$ cat config.mk
export PLATFORM = sky130hd
export DESIGN_NAME = genesis_pad_scanner_flat
export DESIGN_NICKNAME = d
export VERILOG_FILES = /design/src/rtl/genesis_pad_pkg.sv /design/src/rtl/genesis_pad_scanner_if.sv /design/src/rtl/pad_input_sync.sv /design/src/rtl/genesis_pad_scanner.sv /design/src/flat_wrapper.sv
export SDC_FILE = /design/constraint.sdc
export NUM_CORES = 1
export LEC_CHECK = 0
export BUFFER_PORTS_ARGS = -buffer_cell sky130_fd_sc_hd__buf_4
export CAP_MARGIN = 20
export CORE_ASPECT_RATIO = 0.8
export CORE_MARGIN = 3
export CORE_UTILIZATION = 35
export CTS_CLUSTER_SIZE = 12
export DETAILED_ROUTE_END_ITERATION = 8
export PLACE_DENSITY_LB_ADDON = 0.3
export REMOVE_ABC_BUFFERS = 1
export SYNTH_ARGS = -nofsm -noshare
export SYNTH_HDL_FRONTEND = slang
export SYNTH_SLANG_ARGS = --single-unit
$ cat constraint.sdc
create_clock -name clk -period 2.03 [get_ports clk]
set_clock_uncertainty 0.1 [all_clocks]
set_input_delay 0.406 -clock clk [delete_from_list [all_inputs] [get_ports clk]]
set_output_delay 0.406 -clock clk [all_outputs]
set_load 0.01 [all_outputs]
$ cat src/rtl/genesis_pad_pkg.sv
// Shared types and constants for the Genesis pad scanner.
// Build option: GENESIS_SIX_BUTTON_EN adds the 6-button phases (8 phases instead of 2).
package genesis_pad_pkg;

   // Scanner FSM states
   typedef enum logic [1:0] {
      ST_IDLE    = 2'd0,
      ST_PHASE   = 2'd1,
      ST_PUBLISH = 2'd2
   } pad_state_e;

   localparam int NUM_BUTTONS = 12;

   // Bit positions inside the published button word
   localparam int BTN_UP    = 0;
   localparam int BTN_DOWN  = 1;
   localparam int BTN_LEFT  = 2;
   localparam int BTN_RIGHT = 3;
   localparam int BTN_A     = 4;
   localparam int BTN_B     = 5;
   localparam int BTN_C     = 6;
   localparam int BTN_START = 7;
   localparam int BTN_X     = 8;
   localparam int BTN_Y     = 9;
   localparam int BTN_Z     = 10;
   localparam int BTN_MODE  = 11;

   // Bit positions of the six raw pad pins inside the synchronizer vector
   localparam int NUM_PINS  = 6;
   localparam int PIN_UP    = 0;
   localparam int PIN_DOWN  = 1;
   localparam int PIN_LEFT  = 2;
   localparam int PIN_RIGHT = 3;
   localparam int PIN_AB    = 4;
   localparam int PIN_SC    = 5;

   // Select phases per scan
`ifdef GENESIS_SIX_BUTTON_EN
   localparam int NUM_PHASES = 8;
`else
   localparam int NUM_PHASES = 2;
`endif

endpackage

$ cat src/rtl/genesis_pad_scanner_if.sv
// Pad-side pins and snapshot outputs of the Genesis pad scanner.
// buttons_valid is a one-cycle strobe with no ready: buttons, pad_present and
// six_button change only in the cycle the strobe is high and hold until the next one.
interface genesis_pad_scanner_if;
   import genesis_pad_pkg::*;

   logic                   up_z;
   logic                   down_y;
   logic                   left_x;
   logic                   right;
   logic                   a_b;
   logic                   start_c;
   logic                   select_out;
   logic [NUM_BUTTONS-1:0] buttons;
   logic                   buttons_valid;
   logic                   pad_present;
   logic                   six_button;
   pad_state_e             dbg_state;

   // Scanner side
   modport master (
      input  up_z, down_y, left_x, right, a_b, start_c,
      output select_out, buttons, buttons_valid, pad_present, six_button, dbg_state
   );

   // Pad / consumer side
   modport slave (
      output up_z, down_y, left_x, right, a_b, start_c,
      input  select_out, buttons, buttons_valid, pad_present, six_button, dbg_state
   );

endinterface

$ cat src/rtl/pad_input_sync.sv
// Two-flop synchronizer for asynchronous pad pins. Resets to all ones, the
// idle (released) level of the active-low pins.
module pad_input_sync #(
   parameter int WIDTH = 1
) (
   input  logic             clk,
   input  logic             reset,
   input  logic [WIDTH-1:0] d_i,
   output logic [WIDTH-1:0] q_o
);

   logic [WIDTH-1:0] meta_q;
   logic [WIDTH-1:0] sync_q;

   // Two register stages to settle metastability
   always_ff @(posedge clk) begin
      if (reset) begin
         meta_q <= '1;
         sync_q <= '1;
      end else begin
         meta_q <= d_i;
         sync_q <= meta_q;
      end
   end

   assign q_o = sync_q;

endmodule

$ cat src/rtl/genesis_pad_scanner.sv
// Genesis DB-9 pad scanner: drives select through a timed phase sequence once per
// frame, captures the synchronized pins mid-phase and publishes one snapshot.
// Build option: GENESIS_SIX_BUTTON_EN enables 6-button detection (X/Y/Z/Mode).
module genesis_pad_scanner
   import genesis_pad_pkg::*;
#(
   parameter int STEP_CYCLES   = 500,
   parameter int SETTLE_CYCLES = 100,
   parameter int FRAME_CYCLES  = 416666
) (
   input  logic                  clk,
   input  logic                  reset,
   genesis_pad_scanner_if.master pad
);

   localparam int STEP_W  = (STEP_CYCLES  > 1) ? $clog2(STEP_CYCLES)  : 1;
   localparam int FRAME_W = (FRAME_CYCLES > 1) ? $clog2(FRAME_CYCLES) : 1;
   localparam int PH_W    = $clog2(NUM_PHASES);

   localparam logic [STEP_W-1:0]  STEP_LAST   = STEP_W'(STEP_CYCLES - 1);
   localparam logic [STEP_W-1:0]  SAMPLE_STEP = STEP_W'(SETTLE_CYCLES - 1);
   localparam logic [FRAME_W-1:0] FRAME_LAST  = FRAME_W'(FRAME_CYCLES - 1);
   localparam logic [PH_W-1:0]    PH_LAST     = PH_W'(NUM_PHASES - 1);

   logic [NUM_PINS-1:0]    pins_raw;
   logic [NUM_PINS-1:0]    pins_s;
   logic [NUM_PINS-1:0]    pressed;

   pad_state_e             state_q, state_d;
   logic [PH_W-1:0]        ph_q, ph_d;
   logic [STEP_W-1:0]      step_q, step_d;
   logic                   sel_q, sel_d;
   logic [FRAME_W-1:0]     frame_q;
   logic                   sample;
   logic                   publish;

   logic [NUM_BUTTONS-1:0] shadow_q;
   logic                   present_q;
   logic [NUM_BUTTONS-1:0] buttons_q;
   logic                   valid_q;
   logic                   pad_present_q;

   assign pins_raw = {pad.start_c, pad.a_b, pad.right, pad.left_x, pad.down_y, pad.up_z};

   pad_input_sync #(.WIDTH(NUM_PINS)) u_sync (
      .clk   (clk),
      .reset (reset),
      .d_i   (pins_raw),
      .q_o   (pins_s)
   );

   // Pins are active-low; everything downstream works in pressed = 1
   assign pressed = ~pins_s;

   // Free-running frame counter; a zero value marks the start of a frame
   always_ff @(posedge clk) begin
      if (reset) begin
         frame_q <= '0;
      end else if (frame_q == FRAME_LAST) begin
         frame_q <= '0;
      end else begin
         frame_q <= frame_q + 1'b1;
      end
   end

   // FSM and scan counters state register
   always_ff @(posedge clk) begin
      if (reset) begin
         state_q <= ST_IDLE;
         ph_q    <= '0;
         step_q  <= '0;
         sel_q   <= 1'b1;
      end else begin
         state_q <= state_d;
         ph_q    <= ph_d;
         step_q  <= step_d;
         sel_q   <= sel_d;
      end
   end

   // Next-state: step through select phases, sample at the settle point, publish once
   always_comb begin
      state_d = state_q;
      ph_d    = ph_q;
      step_d  = step_q;
      sel_d   = sel_q;
      sample  = 1'b0;
      publish = 1'b0;
      case (state_q)
         ST_IDLE: begin
            if (frame_q == '0) begin
               state_d = ST_PHASE;
               ph_d    = '0;
               step_d  = '0;
               sel_d   = 1'b1;
            end
         end
         ST_PHASE: begin
            sample = (step_q == SAMPLE_STEP);
            if (step_q == STEP_LAST) begin
               step_d = '0;
               if (ph_q == PH_LAST) begin
                  state_d = ST_PUBLISH;
                  sel_d   = 1'b1;
               end else begin
                  ph_d  = ph_q + 1'b1;
                  // next phase is even (select high) exactly when this one is odd
                  sel_d = ph_q[0];
               end
            end else begin
               step_d = step_q + 1'b1;
            end
         end
         ST_PUBLISH: begin
            publish = 1'b1;
            state_d = ST_IDLE;
         end
         default: begin
            state_d = ST_IDLE;
         end
      endcase
   end

`ifdef GENESIS_SIX_BUTTON_EN
   logic six_q;
   logic six_out_q;
`endif

   // Shadow capture of the phase-dependent pin meanings
   always_ff @(posedge clk) begin
      if (reset) begin
         shadow_q  <= '0;
         present_q <= 1'b0;
`ifdef GENESIS_SIX_BUTTON_EN
         six_q     <= 1'b0;
`endif
      end else if (sample) begin
         case (ph_q)
            PH_W'(0): begin
               shadow_q[BTN_UP]    <= pressed[PIN_UP];
               shadow_q[BTN_DOWN]  <= pressed[PIN_DOWN];
               shadow_q[BTN_LEFT]  <= pressed[PIN_LEFT];
               shadow_q[BTN_RIGHT] <= pressed[PIN_RIGHT];
               shadow_q[BTN_B]     <= pressed[PIN_AB];
               shadow_q[BTN_C]     <= pressed[PIN_SC];
            end
            PH_W'(1): begin
               shadow_q[BTN_A]     <= pressed[PIN_AB];
               shadow_q[BTN_START] <= pressed[PIN_SC];
               // a connected pad grounds left/right while select is low
               present_q           <= pressed[PIN_LEFT] & pressed[PIN_RIGHT];
            end
`ifdef GENESIS_SIX_BUTTON_EN
            PH_W'(5): begin
               six_q <= &pressed[PIN_RIGHT:PIN_UP];
            end
            PH_W'(6): begin
               shadow_q[BTN_Z]    <= six_q & pressed[PIN_UP];
               shadow_q[BTN_Y]    <= six_q & pressed[PIN_DOWN];
               shadow_q[BTN_X]    <= six_q & pressed[PIN_LEFT];
               shadow_q[BTN_MODE] <= six_q & pressed[PIN_RIGHT];
            end
`endif
            default: ;
         endcase
      end
   end

   // Published snapshot, valid strobe and presence flags
   always_ff @(posedge clk) begin
      if (reset) begin
         buttons_q     <= '0;
         valid_q       <= 1'b0;
         pad_present_q <= 1'b0;
`ifdef GENESIS_SIX_BUTTON_EN
         six_out_q     <= 1'b0;
`endif
      end else begin
         valid_q <= publish;
         if (publish) begin
            buttons_q     <= present_q ? shadow_q : '0;
            pad_present_q <= present_q;
`ifdef GENESIS_SIX_BUTTON_EN
            six_out_q     <= six_q & present_q;
`endif
         end
      end
   end

   assign pad.select_out    = sel_q;
   assign pad.buttons       = buttons_q;
   assign pad.buttons_valid = valid_q;
   assign pad.pad_present   = pad_present_q;
   assign pad.dbg_state     = state_q;
`ifdef GENESIS_SIX_BUTTON_EN
   assign pad.six_button    = six_out_q;
`else
   assign pad.six_button    = 1'b0;
`endif

endmodule

$ cat src/flat_wrapper.sv
// flat-port wrapper written by rule: the top's interface ports become plain ports
module genesis_pad_scanner_flat import genesis_pad_pkg::*;
#(
   parameter int STEP_CYCLES   = 500,
   parameter int SETTLE_CYCLES = 100,
   parameter int FRAME_CYCLES  = 416666
)
  (clk, reset, pad_up_z, pad_down_y, pad_left_x, pad_right, pad_a_b, pad_start_c, pad_select_out, pad_buttons, pad_buttons_valid, pad_pad_present, pad_six_button, pad_dbg_state);
  genesis_pad_scanner_if pad_i ();
  input  logic clk;
  input  logic reset;
  input wire logic [$bits(pad_i.up_z)-1:0] pad_up_z;
  input wire logic [$bits(pad_i.down_y)-1:0] pad_down_y;
  input wire logic [$bits(pad_i.left_x)-1:0] pad_left_x;
  input wire logic [$bits(pad_i.right)-1:0] pad_right;
  input wire logic [$bits(pad_i.a_b)-1:0] pad_a_b;
  input wire logic [$bits(pad_i.start_c)-1:0] pad_start_c;
  output wire logic [$bits(pad_i.select_out)-1:0] pad_select_out;
  output wire logic [$bits(pad_i.buttons)-1:0] pad_buttons;
  output wire logic [$bits(pad_i.buttons_valid)-1:0] pad_buttons_valid;
  output wire logic [$bits(pad_i.pad_present)-1:0] pad_pad_present;
  output wire logic [$bits(pad_i.six_button)-1:0] pad_six_button;
  output wire logic [$bits(pad_i.dbg_state)-1:0] pad_dbg_state;
  assign pad_i.up_z = pad_up_z;
  assign pad_i.down_y = pad_down_y;
  assign pad_i.left_x = pad_left_x;
  assign pad_i.right = pad_right;
  assign pad_i.a_b = pad_a_b;
  assign pad_i.start_c = pad_start_c;
  assign pad_select_out = pad_i.select_out;
  assign pad_buttons = pad_i.buttons;
  assign pad_buttons_valid = pad_i.buttons_valid;
  assign pad_pad_present = pad_i.pad_present;
  assign pad_six_button = pad_i.six_button;
  assign pad_dbg_state = pad_i.dbg_state;
  genesis_pad_scanner #(.STEP_CYCLES(STEP_CYCLES), .SETTLE_CYCLES(SETTLE_CYCLES), .FRAME_CYCLES(FRAME_CYCLES)) u_core (.clk(clk), .reset(reset), .pad(pad_i));
endmodule
== Word level (Yosys, flattened, before mapping) ==
Cells that the tools add are included.
W data, S select, Z words.

* Add/sub/neg operators: 3
* Eq/ne operators: 8
* Multiplexer cells: 18
* Bitwise gates (word level): 3
* Reduce and logical (&&, ||, !) cells: 9

{| class="wikitable"
|+ Operators with widths
! cell !! number
|-
| $add A19 B1 Y19 const B || 1
|-
| $eq A19 B19 Y1 const B || 1
|-
| $logic_not A19 Y1 || 1
|-
| $mux W9 || 2
|-
| $pmux W9 S2 || 1
|-
| $add A9 B1 Y9 const B || 1
|-
| $eq A9 B7 Y1 const B || 1
|-
| $eq A9 B9 Y1 const B || 1
|-
| $mux W1 || 8
|-
| $mux W8 || 1
|-
| $mux W2 || 3
|-
| $ne A2 B1 Y1 const B || 3
|-
| $not A6 Y6 || 1
|-
| $reduce_and A2 Y1 || 3
|-
| $reduce_and A3 Y1 || 2
|-
| $pmux W1 S2 || 2
|-
| $pmux W2 S2 || 1
|-
| $eq A2 B1 Y1 const B || 1
|-
| $eq A2 B2 Y1 const B || 1
|-
| $logic_not A2 Y1 || 1
|-
| $reduce_bool A2 Y1 || 1
|-
| $reduce_or A2 Y1 || 1
|-
| $add A1 B1 Y1 const B || 1
|-
| $and A1 B1 Y1 || 1
|-
| $not A1 Y1 || 1
|}

* Flip-flop bits (word level): 67
* Input port bits: 8
* Output and inout bits: 18
* Logic and storage cells: 54

== Logic depth before layout (Yosys ltp) ==
Gate-level depths: netlist (run 1).

* Depth in word-level cells: 4
* Gate-level depth with buffers: 8
* Mapped depth without buffers: 7

== Modules after synthesis ==
Synthesis (run 1) repeated with hierarchy kept, for this count alone.

* Cell total of the unflattened synthesis: 302
* Area, all modules: 2677.6 um2

{| class="wikitable"
|+ Modules (own cells, without submodules)
! module !! instances !! cells each !! area an instance (um2) !! seq. area each (um2)
|-
| genesis_pad_scanner || 1 || 277 || 2357.3 || 1021.0
|-
| pad_input_sync || 1 || 25 || 320.3 || 240.2
|}

== Worst setup path before layout (run 1) ==
Ideal clock, no wire load.

* Path kind: flip-flop to flip-flop
* From: register u_core.frame_q[10]
* To: register u_core.step_q[8]
* Library setup time: 70 ps
* Arrival time: 2001 ps
* Path slack: -141 ps
* Stages on the path, launching flop included: 6
* Clock period less this slack: 2171 ps
* Cell sequence: dfxtp_1 -> or4_4 -> nor4_4 -> a31oi_2 -> or4_1 -> a21oi_1

* Word-level cells in the longest chain between the ends: 3

{| class="wikitable"
|+ Ends and longest elaborated chain
! item !! line !! text
|-
| start: declaration || genesis_pad_scanner.sv:33 || <nowiki>logic [FRAME_W-1:0] frame_q;</nowiki>
|-
| start signal: assignment || genesis_pad_scanner.sv:62 || <nowiki>frame_q <= frame_q + 1'b1;</nowiki>
|-
| $logic_not A19 Y1 || genesis_pad_scanner.sv:91 || <nowiki>if (frame_q == '0) begin</nowiki>
|-
| $ne A2 B1 Y1 (no line) || -- ||
|-
| $reduce_and A2 Y1 (no line) || -- ||
|-
| end signal: assignment || genesis_pad_scanner.sv:76 || <nowiki>step_q <= step_d;</nowiki>
|-
| end: declaration || genesis_pad_scanner.sv:31 || <nowiki>logic [STEP_W-1:0] step_q, step_d;</nowiki>
|}

Every way passes these cells.
A chain may end at the register's enable or synchronous reset.

== Worst setup path after layout (run 1) ==
Same ends and word-level chain as after synthesis.

==> results.sh, run 1 <==
export IMPL_dieArea_um2=8421
export IMPL_cts_tree="yes"
export IMPL_final_cell_mix="dfxtp_1 (61), buf_4 (52), nor2_1 (35)"
export IMPL_cts_buffer_depth=2
export IMPL_routed_via_density=4.866
export IMPL_hp_class="in2reg"
export IMPL_grt_setup_unrepaired="yes"
export IMPL_max_freq_mhz=492.6
export IMPL_detail_route_iter0_violations=67
export IMPL_yosysUniqueCellTypes=35
export IMPL_drc=0
export IMPL_drv_cap=0
export IMPL_ys_seq_area_frac=0.4903
export IMPL_clockRootBuffer="clkbuf_8"
export IMPL_drive_gt1_frac=0.2642
export IMPL_cts_htree_levels=3
export IMPL_placed_area_um2=2995
export IMPL_ys_async_sr_fraction=0
export IMPL_crit_path_max_fanout=4
export IMPL_fp_dieW_um=101.9
export IMPL_grt_antenna_before_repair=0
export IMPL_fp_coreArea_um2=6993
export IMPL_syn_cell_area_um2=2572
export IMPL_p_leak_uw=0.001271
export IMPL_grt_usage=0.1255
export IMPL_synthFlopType="dfxtp_1"
export IMPL_synthAdderAreaFrac=0.01946
export IMPL_rows=27
export IMPL_die_h_um=82.68
export IMPL_timing_final_crit_share=1.000
export IMPL_synth_area_mux_share=0
export IMPL_grt_pass1_wl_um=8231
export IMPL_start_kind="flip-flop"
export IMPL_required_ns=2.21
export IMPL_status="finished, violations left"
export IMPL_fin_setup_tns_ns=-0.0001201
export IMPL_hold_violations=0
export IMPL_slew_violations=0
export IMPL_grt_start_max_net_pins=39
export IMPL_ir_worst_vdd_mv=0.4980
export IMPL_antennaDiodeCount=0
export IMPL_violations="setup timing"
export IMPL_clkSinkCount=63
export IMPL_worst_slack_ns=-0.0001201
export IMPL_netlist_instances=295
export IMPL_io_pins=26
export IMPL_final_common_cell="dfxtp_1"
export IMPL_io_buffer_count=20
export IMPL_pwr_density_cell_nw_per_um2=822.9
export IMPL_ys_ff_latch=63
export IMPL_crit_type="reg2reg"
export IMPL_globalplace_congestion=0.8068
export IMPL_yosys_warnings=0
export IMPL_area_delta_synth_final_pct=27.48
export IMPL_dp_hpwl_um=3535
export IMPL_start_util=0.3679
export IMPL_synth_compound_area_share=0.1075
export IMPL_arrival_ns=2.21
export IMPL_synth_simple_area_share=0.2811
export IMPL_firstDrtPassIters=4
export IMPL_wl_per_cell_um=11.42
export IMPL_clkTransAtPathRegs_ns=0.08
export IMPL_endpoint_kind="flip-flop"
export IMPL_grt_ovfl_total=0
export IMPL_synthXorXnorAreaFrac=0.05447
export IMPL_avgSynthCellArea_um2=8.720
export IMPL_cts_made_buffers=9
export IMPL_min_period_ns=2.030
export IMPL_vias=2136
export IMPL_grt_pass1_vias=1867
export IMPL_clock_latency_ns=0.34
export IMPL_finalSetupViolCount=1
export IMPL_cts_hold_buf=0
export IMPL_final_nets=359
export IMPL_synth_top_family_by_area="simple AND/OR/NAND/NOR gates"
export IMPL_fillCellCount=689
export IMPL_ant_nets=0
export IMPL_synth_edf_count=0
export IMPL_pre_cts_slack_ns=-0.1081
export IMPL_stdcell_area_um2=3279
export IMPL_routed_wl_um=5015
## worst paths after layout
path | start | to | slack, ns | cells past startpoint
hold reg to reg | u_core.u_sync.meta_q[3] | u_core.u_sync.q_o[3] | 0.31 | 1
setup / recovery | u_core.frame_q[10] | u_core.step_q[8] | -0.0001 | 5
setup reg to reg | u_core.frame_q[10] | u_core.step_q[8] | -0.0001 | 5
hold / removal | pad_right | u_core.u_sync.meta_q[3] | 0.15 | 2
## registers in the layout, indices dropped and copies added (netlist names), 2 cells and up
signal and cells:
u_core.pad.dbg_state 2, u_core.u_sync.meta_q 6, u_core.step_q 9, u_core.frame_q 19
u_core.u_sync.q_o 6, u_core.pad.buttons 8, u_core.shadow_q 8
## where the power goes
group | switching [uW] | leakage, uW | total [uW] | internal, uW
logic | 96.2 | 0.000644 | 186 | 89.6
registers | 12.7 | 0.000512 | 1270 | 1260
clock network | 532 | 0.000115 | 1240 | 708
total | 641 | 0.00127 | 2700 | 2060
## worst max-delay path: stages, from the launching register on
cell,delay [ns]
dfxtp_2,0.32
or4_4,0.54
nor4_4,0.22
a31oi_4,0.15
or4_1,0.52
a21oi_1,0.12
## metal layers
metal | routed length, um | GRT usage | vias to the layer above | share of wire
li1 | - | - | 1113 | -
met1 | 2549 | 0.1661 | 974 | 0.51
met2 | 2190 | 0.1841 | 41 | 0.44
met3 | 211 | 0.05038 | 8 | 0.042
met4 | 65 | 0.04718 | 0 | 0.013
met5 | 0 | 0 | - | 0
## synthesized netlist by cell type (all sizes together), types with 3 or more instances
master  number  share of area
dfxtp       63           0.49
nor2        36          0.053
a21oi       23          0.045
nand2       21          0.031
nand3       17          0.033
or2         13          0.032
or3         12          0.029
clkbuf      11          0.016
nand4       10          0.024
o21ai       10          0.019
inv          9          0.013
a211oi       8          0.023
xnor2        8          0.027
xor2         8          0.027
buf          6          0.017
and3         5          0.012
nor3         5         0.0097
nor4         5          0.018
and2         4         0.0097
ha           4          0.019
or4          4          0.013
nand2b       3         0.0073
## through the flow
stage	power [uW]	util	hold slack, ns	instances
2_1_floorplan	1383	-	0.2846	282
3_3_place_gp	1462	0.4283	0.2927	420
3_5_place_dp	1465	0.4283	0.2944	420
4_1_cts	2718	0.4623	0.1308	437
5_1_grt	2809	0.4690	0.1282	439
6_report	2699	0.4690	0.1496	439
## what timing repair did
action | in CTS | in global routing
gates cloned | 0 | 1
resized for setup | 1 | 11
setup endpoints to repair | 10 | 12
setup buffers | 1 | 1
pin swaps | 2 | 1
## cell type report
type,instances,area (um^2),area share
clock buffer,9,123.9,0.03777
clock inverter,7,103.9,0.03167
inverter,9,33.78,0.01030
multi-input combinational,210,1239,0.3777
sequential,63,1264,0.3853
tap,87,108.9,0.03319
timing repair buffer,54,406.6,0.1240
## logic make-up after synthesis
group / count (synthesis)
other: 1
buffers and inverters: 26
XOR/XNOR: 16
AND/OR/NAND/NOR: 138
AO/OA/AOI/OAI: 47
flip-flops: 63
adder cells (fa/ha/maj): 4
Power figures use the tool's default switching activity.
==> run 2: changes to the inputs <==
--- a/config.mk
+++ b/config.mk
@@ -8,7 +8,7 @@
 export BUFFER_PORTS_ARGS = -buffer_cell sky130_fd_sc_hd__buf_4
 export CAP_MARGIN = 20
 export CORE_ASPECT_RATIO = 0.8
-export CORE_MARGIN = 3
+export CORE_MARGIN = 1.5
 export CORE_UTILIZATION = 35
 export CTS_CLUSTER_SIZE = 12
 export DETAILED_ROUTE_END_ITERATION = 8
==> constraint.sdc (replaced) <==
create_clock -name clk -period 2.2 [get_ports clk]
set_clock_uncertainty 0.1 [all_clocks]
set_input_delay 0.11 -clock clk [delete_from_list [all_inputs] [get_ports clk]]
set_output_delay 0.11 -clock clk [all_outputs]
set_load 0.01 [all_outputs]
==> run 2 against run 1 <==
Against the previous run: non-clock buffer count decreased by 15; via count is 4.7% lower; the run ends with DRC left; critical path type unchanged; worst setup slack better by 0.10 ns; flip-flop and latch count stayed put; critical endpoint is now u_core.step_q[6]; sequential share of layout area rose by 1.8 points.
==> results.sh, run 2 (synthesis gave the netlist of run 1 again) <==
export IMPL_max_freq_mhz=477.1
export IMPL_final_common_cell="dfxtp_1"
export IMPL_io_pins=26
export IMPL_status="finished, violations left"
export IMPL_fillCellCount=692
export IMPL_clockPowerShare=0.438
export IMPL_grt_pass1_wl_um=8556
export IMPL_clkSinkCount=63
export IMPL_crit_type="reg2reg"
export IMPL_final_cell_mix="dfxtp_1 (63), nor2_1 (36), buf_4 (33)"
export IMPL_violations="DRC"
export IMPL_tightest_slew_ns=0.6003
export IMPL_cts_made_buffers=9
export IMPL_hp_class="in2reg"
export IMPL_final_cells=424
export IMPL_finalSetupViolCount=0
export IMPL_die_h_um=79.68
export IMPL_seqCellArea_um2=1261
export IMPL_cts_buffer_depth=2
export IMPL_finalPower_uw=2342
export IMPL_fp_coreArea_um2=6993
export IMPL_detail_route_iter0_violations=88
export IMPL_cts_htree_levels=3
export IMPL_vias=2036
export IMPL_placed_cells=402
export IMPL_stdcell_area_um2=3127
export IMPL_reg_largest_list="u_core.frame_q (19), u_core.step_q (9)"
export IMPL_clkTransAtPathRegs_ns=0.07
export IMPL_top_register="u_core.frame_q"
export IMPL_firstDrtPassIters=6
export IMPL_grt_setup_unrepaired="no"
export IMPL_drc=4
export IMPL_drv_cap=0
export IMPL_cts_tree="yes"
export IMPL_largest_reg_flops=19
export IMPL_ir_worst_vdd_mv=0.3922
export IMPL_cts_setup_buffers=0
export IMPL_endpoint_kind="flip-flop"
export IMPL_placed_area_um2=2860
export IMPL_dieArea_um2=7876
export IMPL_pwr_density_cell_nw_per_um2=748.9
export IMPL_fp_dieW_um=98.85
export IMPL_required_ns=2.37
export IMPL_cts_resized_gates=0
export IMPL_min_period_ns=2.096
export IMPL_ant_nets=0
export IMPL_grt_ovfl_total=0
export IMPL_io_buffer_count=20
export IMPL_timing_final_crit_share=0.9527
export IMPL_globalplace_congestion=0.8215
export IMPL_hold_violations=0
export IMPL_wl_per_cell_um=11.59
export IMPL_p_comb_frac=0.059
export IMPL_clock_latency_ns=0.34
export IMPL_clockRootBuffer="clkbuf_8"
export IMPL_arrival_ns=2.26
export IMPL_p_switching_uw=558.4
export IMPL_routed_via_density=4.802
export IMPL_slew_violations=0
export IMPL_final_nets=344
export IMPL_crit_path_max_fanout=15
export IMPL_drive_gt1_frac=0.1929
export IMPL_routed_wl_um=4913
export IMPL_antennaDiodeCount=0
export IMPL_multiInputGateArea_um2=1209
export IMPL_seq_power_share=0.503
export IMPL_sw_frac_of_total=0.2385
export IMPL_start_kind="flip-flop"
export IMPL_relSlewSlack=0.5984
export IMPL_internal_power_uw=1783
export IMPL_dp_hpwl_um=3297
export IMPL_p_leak_uw=0.001165
export IMPL_start_util=0.3679
export IMPL_grt_start_max_net_pins=39
export IMPL_area_delta_synth_final_pct=21.55
export IMPL_grt_pass1_vias=1849
export IMPL_rows=27
export IMPL_grt_antenna_before_repair=0
export IMPL_grt_usage=0.1381
-- run 2: cell count changes in the layout (fill, tap and decap cells not counted), moves of 2 or more --
cell           change
inv_6              -2
o21ai_0            +2
buf_4             -19
dfxtp_2            -2
o21ai_1            -2
dfxtp_1            +2
dlygate4sd3_1      +6
-- run 2: path summary, 6_finish.rpt --
check                                             start                       end  slack, ns  depth (start not counted)
worst max-delay path                 u_core.frame_q[10]          u_core.step_q[6]       0.10                          6
worst min-delay path                              reset  u_core.pad.buttons_valid       0.05                          2
worst max register to register       u_core.frame_q[10]          u_core.step_q[6]       0.10                          6
worst min register to register  u_core.u_sync.meta_q[1]      u_core.u_sync.q_o[1]       0.30                          1
-- run 2: metrics by stage --
| step | utilization | setup TNS (ns) | hold slack [ns] | setup WS [ns] |
|---|---|---|---|---|
| 2_1_floorplan | - | -0.08646 | 0.07907 | -0.08646 |
| 4_1_cts | 0.4471 | 0 | 0.04550 | 0.08998 |
| 3_3_place_gp | 0.4090 | 0 | 0.1968 | 0.06566 |
| 6_report | 0.4471 | 0 | 0.05340 | 0.1041 |
| 3_5_place_dp | 0.4090 | -0.02667 | 0.1978 | -0.01340 |
| 5_1_grt | 0.4471 | 0 | 0.06593 | 0.005982 |
-- run 2: power by group through the flow --
stage                     logic (uW)  registers [uW]  clock network [uW]
after floorplan                 71.8            1200                   0
after global placement           126            1200                   0
after detailed placement         129            1200                   0
after CTS                        139            1180                1060
after global routing             155            1180                1100
final                            137            1180                1030
-- run 2: routing by layer --
layer / global-route usage / wire, um
met1: 0.1821 / 2490
met2: 0.2069 / 2163
met5: 0 / 0
met4: 0.05143 / 67
met3: 0.04991 / 192
-- run 2: worst max-delay path, cell delays in order (launching register included) --
cell and delay, ns:
dfxtp_1 0.31, or4_4 0.55, nor4_4 0.22, a31oi_2 0.15, buf_4 0.20, or3_1 0.35
a21oi_1 0.14
-- run 2: final cells by class --
type | count | share of cell area
clock buffers | 10 | 0.04402
clock inverters | 6 | 0.02201
inverters | 9 | 0.01080
multi-input cells | 210 | 0.3866
flip-flops and latches | 63 | 0.4034
well taps | 87 | 0.03481
repair buffers | 39 | 0.09844
-- run 2: what timing repair did --
item / CTS / global route
setup endpoints to repair: 4 / 0
hold buffers: 6 / 0
hold endpoints to repair: 6 / 0
==> run 3: changes to the inputs <==
--- a/config.mk
+++ b/config.mk
@@ -12,7 +12,8 @@
 export CORE_UTILIZATION = 35
 export CTS_CLUSTER_SIZE = 12
 export DETAILED_ROUTE_END_ITERATION = 8
-export PLACE_DENSITY_LB_ADDON = 0.3
+export PLACE_DENSITY_LB_ADDON = 0.12
+export RECOVER_POWER = 50
 export REMOVE_ABC_BUFFERS = 1
 export SYNTH_ARGS = -nofsm -noshare
 export SYNTH_HDL_FRONTEND = slang
==> run 3 against run 2 <==
Against the previous run: the flow still finishes with violations (DRC); worst setup slack better by 0.013 ns; fmax up 0.63%; hold slack better by 0.0089 ns; first-iteration DRC count down 39%; non-clock buffer count up 7; via count about the same; critical path depth down 1; combinational power up 15%; sequential share of layout area up 0.065 points; count of clock-buffer cells in the layout down 1; die area unchanged; register-to-register slack about the same; largest cell class unchanged.
==> results.sh, run 3 (synthesis gave the netlist of run 1 again) <==
export IMPL_status="finished, violations left"
export IMPL_violations="DRC"
export IMPL_min_period_ns=2.083
export IMPL_routed_wl_um=5081
export IMPL_cp_slowest_cell="or4_1"
export IMPL_clkTransAtPathRegs_ns=0.07
export IMPL_critPathMaxStageDelay_ns=0.58
export IMPL_endpoint_kind="flip-flop"
export IMPL_clock_latency_ns=0.34
export IMPL_grt_setup_unrepaired="no"
export IMPL_cts_htree_levels=3
export IMPL_start_kind="flip-flop"
export IMPL_path_delay_family="simple AND/OR/NAND/NOR gates"
export IMPL_holdPathEnd="u_core.pad.buttons_valid"
export IMPL_grt_ovfl_total=0
export IMPL_start_util=0.3679
export IMPL_grt_pass1_vias=1860
export IMPL_grt_pass1_wl_um=8776
export IMPL_cts_made_buffers=9
export IMPL_required_ns=2.36
export IMPL_hold_start="reset"
export IMPL_grt_start_max_net_pins=39
export IMPL_rows=27
export IMPL_tightest_slew_ns=0.5290
export IMPL_crit_type="reg2reg"
export IMPL_r2r_end="u_core.step_q[8]"
export IMPL_drv_cap=0
export IMPL_reg_largest_list="u_core.frame_q (19), u_core.step_q (9)"
export IMPL_r2r_slack_ns=0.12
export IMPL_drive_gt1_frac=0.1744
export IMPL_worst_path_buf_inv=0
export IMPL_max_freq_mhz=480.1
export IMPL_p_comb_frac=0.072
export IMPL_seq_power_share=0.533
export IMPL_fp_dieW_um=98.85
export IMPL_clockRootBuffer="clkbuf_8"
export IMPL_wl_per_cell_um=11.79
export IMPL_fillCellCount=719
export IMPL_clkSinkCount=63
export IMPL_detail_route_iter0_violations=54
export IMPL_clockPowerShare=0.395
export IMPL_vias=2035
export IMPL_timing_final_crit_share=0.9467
export IMPL_pwr_density_cell_nw_per_um2=706.5
export IMPL_die_h_um=79.68
export IMPL_pre_cts_slack_ns=0.02534
export IMPL_drc=3
export IMPL_globalplace_congestion=0.7787
export IMPL_arrival_ns=2.25
export IMPL_relSlewSlack=0.6446
export IMPL_crit_path_max_fanout=5
export IMPL_final_nets=351
export IMPL_antennaDiodeCount=0
export IMPL_grt_usage=0.1418
export IMPL_internal_power_uw=1646
export IMPL_cts_setup_buffers=0
export IMPL_grt_antenna_before_repair=0
export IMPL_finalPower_uw=2206
export IMPL_final_cells=431
export IMPL_dieArea_um2=7876
export IMPL_fp_coreArea_um2=6993
export IMPL_slew_violations=0
export IMPL_worst_slack_ns=0.1173
export IMPL_hold_depth=2
export IMPL_routed_via_density=4.722
export IMPL_ir_worst_vdd_mv=0.2891
export IMPL_finish_utilization=0.4464
export IMPL_top_register="u_core.frame_q"
export IMPL_ant_nets=0
export IMPL_largest_reg_flops=19
export IMPL_hold_violations=0
export IMPL_io_buffer_count=20
export IMPL_p_leak_uw=0.001140
export IMPL_io_pins=26
export IMPL_dp_hpwl_um=3605
export IMPL_worstRegToRegCells=5
export IMPL_placed_cells=409
export IMPL_crit_path_frequent_cell="or4_1"
export IMPL_hp_class="in2reg"
export IMPL_firstDrtPassIters=6
export IMPL_reg2reg_from="u_core.frame_q[8]"
export IMPL_cts_tree="yes"
export IMPL_sw_frac_of_total=0.2538
export IMPL_crit_chain="or4_1, nor2_2, a31oi_4, or4_1, a21oi_1"
export IMPL_finalSetupViolCount=0
export IMPL_p_switching_uw=559.8
export IMPL_final_common_cell="dfxtp_1"
export IMPL_final_cell_mix="dfxtp_1 (63), nor2_1 (35), a21oi_1 (23)"
export IMPL_cts_buffer_depth=2
export IMPL_area_delta_synth_final_pct=21.35
-- run 3: cell types whose count changed in the layout (fill, tap and decap cells not counted), sizes merged --
cell,previous run,this run
clkbuf,10,29
buf,33,20
clkinv,3,5
bufinv,1,0
-- run 3: power by group through the flow --
stage | clock network, uW | registers [uW] | logic (uW)
floorplan | 0 | 1200 | 71.8
global placement | 0 | 1200 | 145
detailed placement | 0 | 1200 | 148
CTS | 905 | 1180 | 156
global route | 949 | 1180 | 176
finish | 872 | 1180 | 158
-- run 3: worst max-delay path by stage --
stage,from,to,slack [ns],cells past startpoint
finish,u_core.frame_q[8],u_core.step_q[8],0.12,5
global route,u_core.frame_q[8],u_core.step_q[3],0.01,6
CTS,u_core.frame_q[10],u_core.step_q[8],0.01,5
detailed placement,u_core.frame_q[10],u_core.step_q[5],0.03,6
global placement,u_core.frame_q[10],u_core.step_q[5],0.09,6
floorplan,u_core.frame_q[10],u_core.step_q[8],-0.09,5
-- run 3: routing by layer --
layer | routed length (um) | vias to the layer above | part of all wire | GRT usage
met4 | 56 | 0 | 0.011 | 0.06429
met2 | 2039 | 25 | 0.40 | 0.1979
met3 | 157 | 8 | 0.031 | 0.04466
met5 | 0 | - | 0 | 0
li1 | - | 1101 | - | -
met1 | 2827 | 901 | 0.56 | 0.1985
-- run 3: area by class of cell --
class	instances	area, um^2	area share
clock buffers	9	123.9	0.03968
flip-flops and latches	63	1261	0.4040
well taps	87	108.9	0.03487
multi-input cells	210	1225	0.3924
repair buffers	46	320.3	0.1026
clock inverters	7	48.80	0.01563
inverters	9	33.78	0.01082
-- run 3: worst reg2reg max path: stages (launching register included) --
cell	delay, ns
dfxtp_1	0.34
or4_1	0.58
nor2_2	0.20
a31oi_4	0.12
or4_1	0.52
a21oi_1	0.15
-- run 3: through the flow --
| stage | hold slack (ns) | instance area [um^2] | TNS [ns] |
|---|---|---|---|
| CTS | 0.04738 | 3158 | 0 |
| floorplan | 0.07907 | 2504 | -0.08646 |
| global placement | 0.1949 | 2925 | 0 |
| detailed placement | 0.1978 | 2925 | 0 |
| finish | 0.06226 | 3122 | 0 |
| global route | 0.05916 | 3122 | 0 |
-- run 3: timing repair --
item,in CTS,in global routing
hold endpoints to repair,6,0
resized for setup,0,3
hold buffers,6,0
endpoints found under the setup margin,0,7
